==> src/rtl/game_timer_pkg.sv <==
// ----------------------------------------------------------------------------
// game_timer_pkg : shared types and constants for the HUD round timer
// Revision 1.0
// ----------------------------------------------------------------------------
`default_nettype none

package game_timer_pkg;

   localparam int CNT_W   = 10;
   localparam int MAX_SEC = 599;
   localparam logic [CNT_W-1:0] MAX_CNT = CNT_W'(MAX_SEC);

   typedef enum logic [1:0] {
      ST_IDLE    = 2'd0,
      ST_RUNNING = 2'd1,
      ST_PAUSED  = 2'd2,
      ST_EXPIRED = 2'd3
   } timer_state_e;

   // Sum is formed one bit wider so the clamp sees the true overflowed value.
   function automatic logic [CNT_W-1:0] sat_add(input logic [CNT_W-1:0] a,
                                                input logic [CNT_W-1:0] b);
      logic [CNT_W:0] sum;
      sum = {1'b0, a} + {1'b0, b};
      if (sum > {1'b0, MAX_CNT})
         return MAX_CNT;
      else
         return sum[CNT_W-1:0];
   endfunction

endpackage

`default_nettype wire

==> src/rtl/game_countdown_timer_sec_to_bcd.sv <==
// ----------------------------------------------------------------------------
// sec_to_bcd : binary seconds (0..599) to M:SS BCD digits, combinational
// Revision 1.0
// ----------------------------------------------------------------------------
`default_nettype none

module sec_to_bcd
   import game_timer_pkg::*;
(
   input  logic [CNT_W-1:0] sec_i,
   output logic [3:0]       min_ones_o,
   output logic [3:0]       sec_tens_o,
   output logic [3:0]       sec_ones_o
);

   logic [5:0] secs_w;

   // Input never exceeds 599, so the narrowing casts lose nothing.
   assign min_ones_o = 4'(sec_i / CNT_W'(60));
   assign secs_w     = 6'(sec_i % CNT_W'(60));
   assign sec_tens_o = 4'(secs_w / 6'd10);
   assign sec_ones_o = 4'(secs_w % 6'd10);

endmodule

`default_nettype wire

==> src/rtl/game_countdown_timer.sv <==
// ----------------------------------------------------------------------------
// game_countdown_timer : M:SS round timer with pause, restart and bonus time
// Revision 1.0
// ----------------------------------------------------------------------------
`default_nettype none

module game_countdown_timer
   import game_timer_pkg::*;
#(
   parameter int START_MIN = 2,
   parameter int START_SEC = 0,
   parameter int BONUS_SEC = 10,
   parameter int WARN_SEC  = 10
) (
   input  logic       clk_i,
   input  logic       reset_i,
   input  logic       one_sec_i,
   input  logic       start_i,
   input  logic       pause_toggle_i,
   input  logic       bonus_add_i,
   output logic [3:0] min_ones_o,
   output logic [3:0] sec_tens_o,
   output logic [3:0] sec_ones_o,
   output logic       running_o,
   output logic       warning_o,
   output logic       time_up_o,
   output logic       expired_o
);

   localparam logic [CNT_W-1:0] INIT  = CNT_W'(START_MIN * 60 + START_SEC);
   localparam logic [CNT_W-1:0] BONUS = CNT_W'(BONUS_SEC);
   localparam logic [CNT_W-1:0] WARN  = CNT_W'(WARN_SEC);
   localparam logic [CNT_W-1:0] ONE   = CNT_W'(1);

   if (START_MIN < 0 || START_MIN > 9) begin : g_chk_min
      $error("START_MIN out of range 0..9");
   end
   if (START_SEC < 0 || START_SEC > 59) begin : g_chk_sec
      $error("START_SEC out of range 0..59");
   end
   if (START_MIN * 60 + START_SEC < 1 || START_MIN * 60 + START_SEC > MAX_SEC) begin : g_chk_init
      $error("initial time must be 1..599 seconds");
   end
   if (BONUS_SEC < 1 || BONUS_SEC > MAX_SEC) begin : g_chk_bonus
      $error("BONUS_SEC out of range 1..599");
   end
   if (WARN_SEC < 0 || WARN_SEC > 598) begin : g_chk_warn
      $error("WARN_SEC out of range 0..598");
   end

   timer_state_e     state_q, state_d;
   logic [CNT_W-1:0] count_q, count_d;
   logic             time_up_q, time_up_d;

   always_ff @(posedge clk_i) begin
      if (reset_i) begin
         state_q   <= ST_IDLE;
         count_q   <= INIT;
         time_up_q <= 1'b0;
      end else begin
         state_q   <= state_d;
         count_q   <= count_d;
         time_up_q <= time_up_d;
      end
   end

   always_comb begin
      state_d   = state_q;
      count_d   = count_q;
      time_up_d = 1'b0;
      if (start_i) begin
         state_d = ST_RUNNING;
         count_d = INIT;
      end else begin
         case (state_q)
            ST_RUNNING: begin
               // count is at least 1 while running, so the decrement cannot wrap
               if (one_sec_i && bonus_add_i)
                  count_d = sat_add(count_q - ONE, BONUS);
               else if (one_sec_i)
                  count_d = count_q - ONE;
               else if (bonus_add_i)
                  count_d = sat_add(count_q, BONUS);
               if (pause_toggle_i)
                  state_d = ST_PAUSED;
               if (one_sec_i && !bonus_add_i && count_q == ONE) begin
                  state_d   = ST_EXPIRED;
                  time_up_d = 1'b1;
               end
            end
            ST_PAUSED: begin
               if (bonus_add_i)
                  count_d = sat_add(count_q, BONUS);
               if (pause_toggle_i)
                  state_d = ST_RUNNING;
            end
            ST_EXPIRED: begin
               count_d = '0;
            end
            default: begin
               state_d = state_q;
            end
         endcase
      end
   end

   assign running_o = (state_q == ST_RUNNING);
   assign expired_o = (state_q == ST_EXPIRED);
   assign warning_o = (state_q == ST_RUNNING || state_q == ST_PAUSED) && (count_q <= WARN);
   assign time_up_o = time_up_q;

   sec_to_bcd u_sec_to_bcd (
      .sec_i      (count_q),
      .min_ones_o (min_ones_o),
      .sec_tens_o (sec_tens_o),
      .sec_ones_o (sec_ones_o)
   );

endmodule

`default_nettype wire
==> config.mk <==
export PLATFORM = sky130hd
export DESIGN_NAME = game_countdown_timer
export DESIGN_NICKNAME = d
export VERILOG_FILES = /design/src/rtl/game_timer_pkg.sv /design/src/rtl/game_countdown_timer_sec_to_bcd.sv /design/src/rtl/game_countdown_timer.sv
export SDC_FILE = /design/constraint.sdc
export NUM_CORES = 1
export LEC_CHECK = 0
export ABC_AREA = 1
export BUFFER_PORTS_ARGS = -buffer_cell sky130_fd_sc_hd__buf_2
export CELL_PAD_IN_SITES_DETAIL_PLACEMENT = 2
export CELL_PAD_IN_SITES_GLOBAL_PLACEMENT = 2
export CORE_MARGIN = 3
export CORE_UTILIZATION = 25
export CTS_BUF_LIST = sky130_fd_sc_hd__clkbuf_2
export DETAILED_ROUTE_END_ITERATION = 8
export GPL_TIMING_DRIVEN = 1
export PLACE_DENSITY = 0.64
export SYNTH_ARGS = -nofsm -noshare
export SYNTH_HDL_FRONTEND = slang
export SYNTH_HIERARCHICAL = 1
export SYNTH_SLANG_ARGS = --single-unit
==> constraint.sdc <==
create_clock -name clk_i -period 6.6 [get_ports clk_i]
set_input_delay 0.33 -clock clk_i [delete_from_list [all_inputs] [get_ports clk_i]]
set_output_delay 0.33 -clock clk_i [all_outputs]
set_load 0.03 [all_outputs]
* Word level (Yosys, flattened, before mapping)
Index checks and enable logic that the tools add are counted.
Operators by class: add/sub/neg operators 3, reductions and logical operators 13, order comparisons 3, mux-type cells 12, bitwise gates (word level) 1, div/mod/pow operators 4, eq/ne operators 8
Operator list (number):
- two-way mux 10 bit | 5
- case mux 10 bit (3 select lines) | 1
- adder 10 x 4 -> 11 bit, second input constant | 2
- greater-than comparator 11 x 10 -> 1 bit, second input constant | 2
- divider 10 x 6 -> 10 bit, second input constant | 1
- == test 10 x 1 -> 1 bit, second input constant | 1
- less-or-equal comparator 10 x 4 -> 1 bit, second input constant | 1
- modulo 10 x 6 -> 10 bit, second input constant | 1
- subtractor 10 x 1 -> 10 bit, second input constant | 1
- divider 6 x 4 -> 6 bit, second input constant | 1
- modulo 6 x 4 -> 6 bit, second input constant | 1
- two-way mux 2 bit | 3
- AND reduction 3 bit | 2
- nonzero test 3 bit | 2
- == test 2 bit, second input constant | 2
- logical AND 1 bit | 4
- inequality test 4 x 3 -> 1 bit, second input constant | 1
- case mux 2 bit (2 select lines) | 1
- inequality test 3 x 2 -> 1 bit, second input constant | 1
- inequality test 3 bit, second input constant | 1
- OR reduction 3 bit | 1
- == test 2 x 1 -> 1 bit, second input constant | 1
- two-way mux 1 bit | 2
- inequality test 2 bit, second input constant | 1
- 5 further kinds | 5
Storage, ports and cells: flip-flop bits (word level) 13

* Depth between registers and ports, before layout
depth after elaboration 7, gate-level depth with buffers 35, gate-level depth less buffers 35

* Cells and area by module
Netlist, hierarchy kept.
Modules (own cells, without submodules):
- game_countdown_timer | cells an instance 314, instances 1, area an instance 1869.3 µm²
- sec_to_bcd | cells an instance 157, instances 1, area an instance 899.6 µm²

* Worst setup path after synthesis
Ideal clock, no wire load.
path type register to output, from reg count_q[8], to out sec_ones_o[3], data required time 6.270 ns, stages on the path, launching flop included 34, setup slack 2.611 ns, arrival time 3.659 ns, cell sequence dfxtp_1 > nand2_2 > clkinv_1 > nand4_2 > nand2_2 > nand3_1 > nand2_2 > nand2_2 > nand2_4 > nand2_4 > nand4_4 > nand2_4 > nand2_2 > nand2_4 > nor2_4 > nand2_4 > nand2_4 > nand2_2 > nand2_2 > inv_2 > ha_1 > nand3_1 > nand2_2 > nand2_4 > nand2_4 > nand2_1 > nand2_1 > inv_1 > ha_1 > inv_1 > nand2_1 > nand2_1 > nand2_1 > nand2_1
On the way: word-level cells in the longest chain between the ends 2
Ends and longest elaborated chain:
- start: declaration | line game_countdown_timer.sv:52 | logic [CNT_W-1:0] count_q, count_d;
- start signal: assignment | line game_countdown_timer.sv:62 | count_q <= count_d;
- modulo 10 x 6 -> 10 bit | line game_countdown_timer_sec_to_bcd.sv:20 | assign secs_w = 6'(sec_i % CNT_W'(60));
- modulo 6 x 4 -> 6 bit | line game_countdown_timer_sec_to_bcd.sv:22 | assign sec_ones_o = 4'(secs_w % 6'd10);
- end: declaration | line game_countdown_timer.sv:23 | output logic [3:0] sec_ones_o,
No other way between the ends.

* Worst setup path after layout
from reg count_q[5], to out sec_ones_o[3]
The elaborated chain is that of the path after synthesis.

==> results.md <==
- Site row count: 37
- Fillcell total: 1376
- CTS Buf Count: 3
- Reg2Reg Setup Slack: 3.34 ns
- Final setup fails: 0
- TritonCTS clock tree: built
- Required time worst endpoint: 6.27 ns
- Slew @ Worst Pin: 0.826 ns
- Dominant synthesized flop cell: dfxtp_1
- Netlist cell types: 39
- DR vias: 3094
- GR Overflow Total: 0
- Final Instance Count excl. Fillers: 621
- Pwr Total: 684 uW
- Routed Wire Length: 9.72 mm
- Async S/R FF share, synth: 0
- Post-Syn Instances: 471
- Diodes inserted: 0
- Placed insts: 617
- Post-Syn Area: 2770 um2
- HP Class: in -> reg
- Share of layout cells above drive strength 1: 0.216
- Avg Cell Area, Syn: 5.88 um2
- Setup crit start kind: flip-flop
- Initial Util: 0.262
- Largest net degree at the start of global routing: 16
- Max IR drop VDD: 195 uV
- CP max stage delay: 0.82 ns
- Post-detailed-route wirelength per cell: 15.7 um
- Vias in the first global route: 3244
- Tot GR Track Use: 0.158
- Worst path arrival time: 4.24 ns
- Drt drc: 0
- Slowest CP cell: dfxtp_1
- Post-DP HPWL: 8.18 mm
- FF/Latch Area: 260 um2
- Slew HR: 0.447
- Leak: 1.56 nW
- IO Pins: 22
- Pwr Density: 229 nW/um2
- Worst setup path endpoint: sec_ones_o[3]
- Outcome: complete, no violations
- DRT Pass-1 Iters: 4
- Synth warn: 6
- Setup Skew: 0.00214 ns
- Most frequent cell after synthesis: nand2_1
- Core Box Area: 10600 um2
- Worst Setup SP: count_q[5]$_SDFFE_PP1P_
- Min-delay src: reset_i
- Cts hold-fix bufs: 0
- Post-synth top area cell: nand2_1
- Reg-to-reg critical path startpoint: count_q[0]$_SDFFE_PP0P_
- FF-to-FF End: count_q[3]$_SDFFE_PP1P_
- Chip Width: 111 um
- Max_cap viols: 0
- First-pass GRT wire length: 16.5 mm
- Clk Latency, worst-skew pair: 0.31 ns
- Final slew viol count: 0
- Post-cts resize count: 0
- H-tree levels: 1
- Synth Register Bits: 13
- Root Driver: clkbuf_2
- Area contributors post-synth: nand2_1 19%, dfxtp_1 9.4%, nand3_1 9.4%
- Post-synth EDFFs: 0
- Antenna-violating nets left: 0
- Most common library cells after synthesis: 139 x nand2_1, 52 x inv_1, 52 x nand3_1
- Clk sinks: 13
- Initial antenna violation count: 0
- Area of the multi-input gates: 2190 um2
- Clock Path Buffers: 2
- Fin Setup TNS: 0 ns
- Vias per cell: 4.98
- Min Tclk post-route: 4.57 ns
- Sequential fraction of the synthesis area: 0.0940
- Area grow syn2layout: 7.77%
- Fin crit share: 0.693
- CP endpoint kind: primary output
- Nets: 507
- # Post-CTS Setup Buffers: 0
- Fin worst setup slack: 2.03 ns
- Worst reg2reg path depth: 21
- RD Place Congestion: 0.782
- Drt first-iter violations: 115
- RSZ-0062 raised after global routing: no
- Worst-path clk slew: 0.17 ns
- DIE AREA: 12400 um2
- Mapped Nets: 492
- Pre-CTS WS: 2.32 ns
- IO Port Bufs: 20
- Maximum clock rate: 219 MHz
- CP Class: reg -> out
- Top-area cell type share of the netlist area: 0.188
- Die Span Y: 111 um
- Critical path peak fanout: 15
- Hold Fails Final Rpt: 0
[worst min path at each step]
stage | to | slack, ns | cells after the start
floorplan | state_q[0]$_SDFFE_PP0P_ | 0.40 | 1
global placement | state_q[0]$_SDFFE_PP0P_ | 0.53 | 2
detailed placement | state_q[0]$_SDFFE_PP0P_ | 0.54 | 2
CTS | state_q[0]$_SDFFE_PP0P_ | 0.17 | 2
global route | state_q[0]$_SDFFE_PP0P_ | 0.19 | 2
finish | state_q[0]$_SDFFE_PP0P_ | 0.19 | 2
[sequential cells by signal, summed over array words and instances, names as in the netlist]
register / flops
state_q: 2
count_q: 10
time_up_o: 1
[routing by layer]
layer	track usage	wire (um)
met3	0.0175	130
met2	0.275	4600
met1	0.222	4980
met4	0.00730	14
met5	0	0
[critical path: cells and delay by family (launching register included)]
family | cells | cell delay [ns]
flip-flops | 1 | 0.82
adder cells (fa/ha/maj) | 2 | 0.45
AND/OR/NAND/NOR | 25 | 2.19
buffers and inverters | 5 | 0.45
[cell type report]
| class | instances | share of cell area |
|---|---|---|
| clock inverter | 1 | 0.00168 |
| clock buffer | 3 | 0.00503 |
| tap | 136 | 0.0570 |
| sequential | 13 | 0.0872 |
| multi-input combinational | 384 | 0.735 |
| timing repair buffer | 20 | 0.0335 |
| inverter | 64 | 0.0805 |
[cells by family (layout without fill, tap and decap cells)]
logic type	count (synthesis)	in the layout	synth area share
compound gates	63	63	0.130
xor+xnor	7	7	0.0276
fa+ha+maj	15	15	0.0678
buf+inv	74	88	0.114
flops	13	13	0.0940
other cells	1	1	0.00135
simple gates	298	298	0.565
[where the power goes]
part           leakage (nW)  switching [mW]  internal [mW]
Clock                0.0164          0.0362         0.0137
Sequential            0.106          0.0103         0.0815
Combinational          1.44           0.377          0.165
Total                  1.56           0.424          0.260
[cells in the final DEF, fill, tap and decap left out, drive strengths merged, types with 3 or more instances in the layout]
master	count
nor2	33
clkinv	3
nand4	11
or2	4
ha	15
a21oi	22
o22ai	6
dfxtp	13
nand3b	5
nand3	62
nor3	5
inv	62
nand2	178
xor2	7
buf	20
clkbuf	3
o21ai	30
[per-stage QoR]
| stage | util | instance area, um2 | hold WS (ns) |
|---|---|---|---|
| 4_1_cts | 0.283 | 2980 | 0.172 |
| 2_1_floorplan | - | 2770 | 0.399 |
| 3_5_place_dp | 0.281 | 2960 | 0.542 |
| 6_report | 0.283 | 2980 | 0.193 |
| 5_1_grt | 0.283 | 2980 | 0.187 |
| 3_3_place_gp | 0.281 | 2960 | 0.529 |
Note: power is estimated with default switching activity, not from simulation.
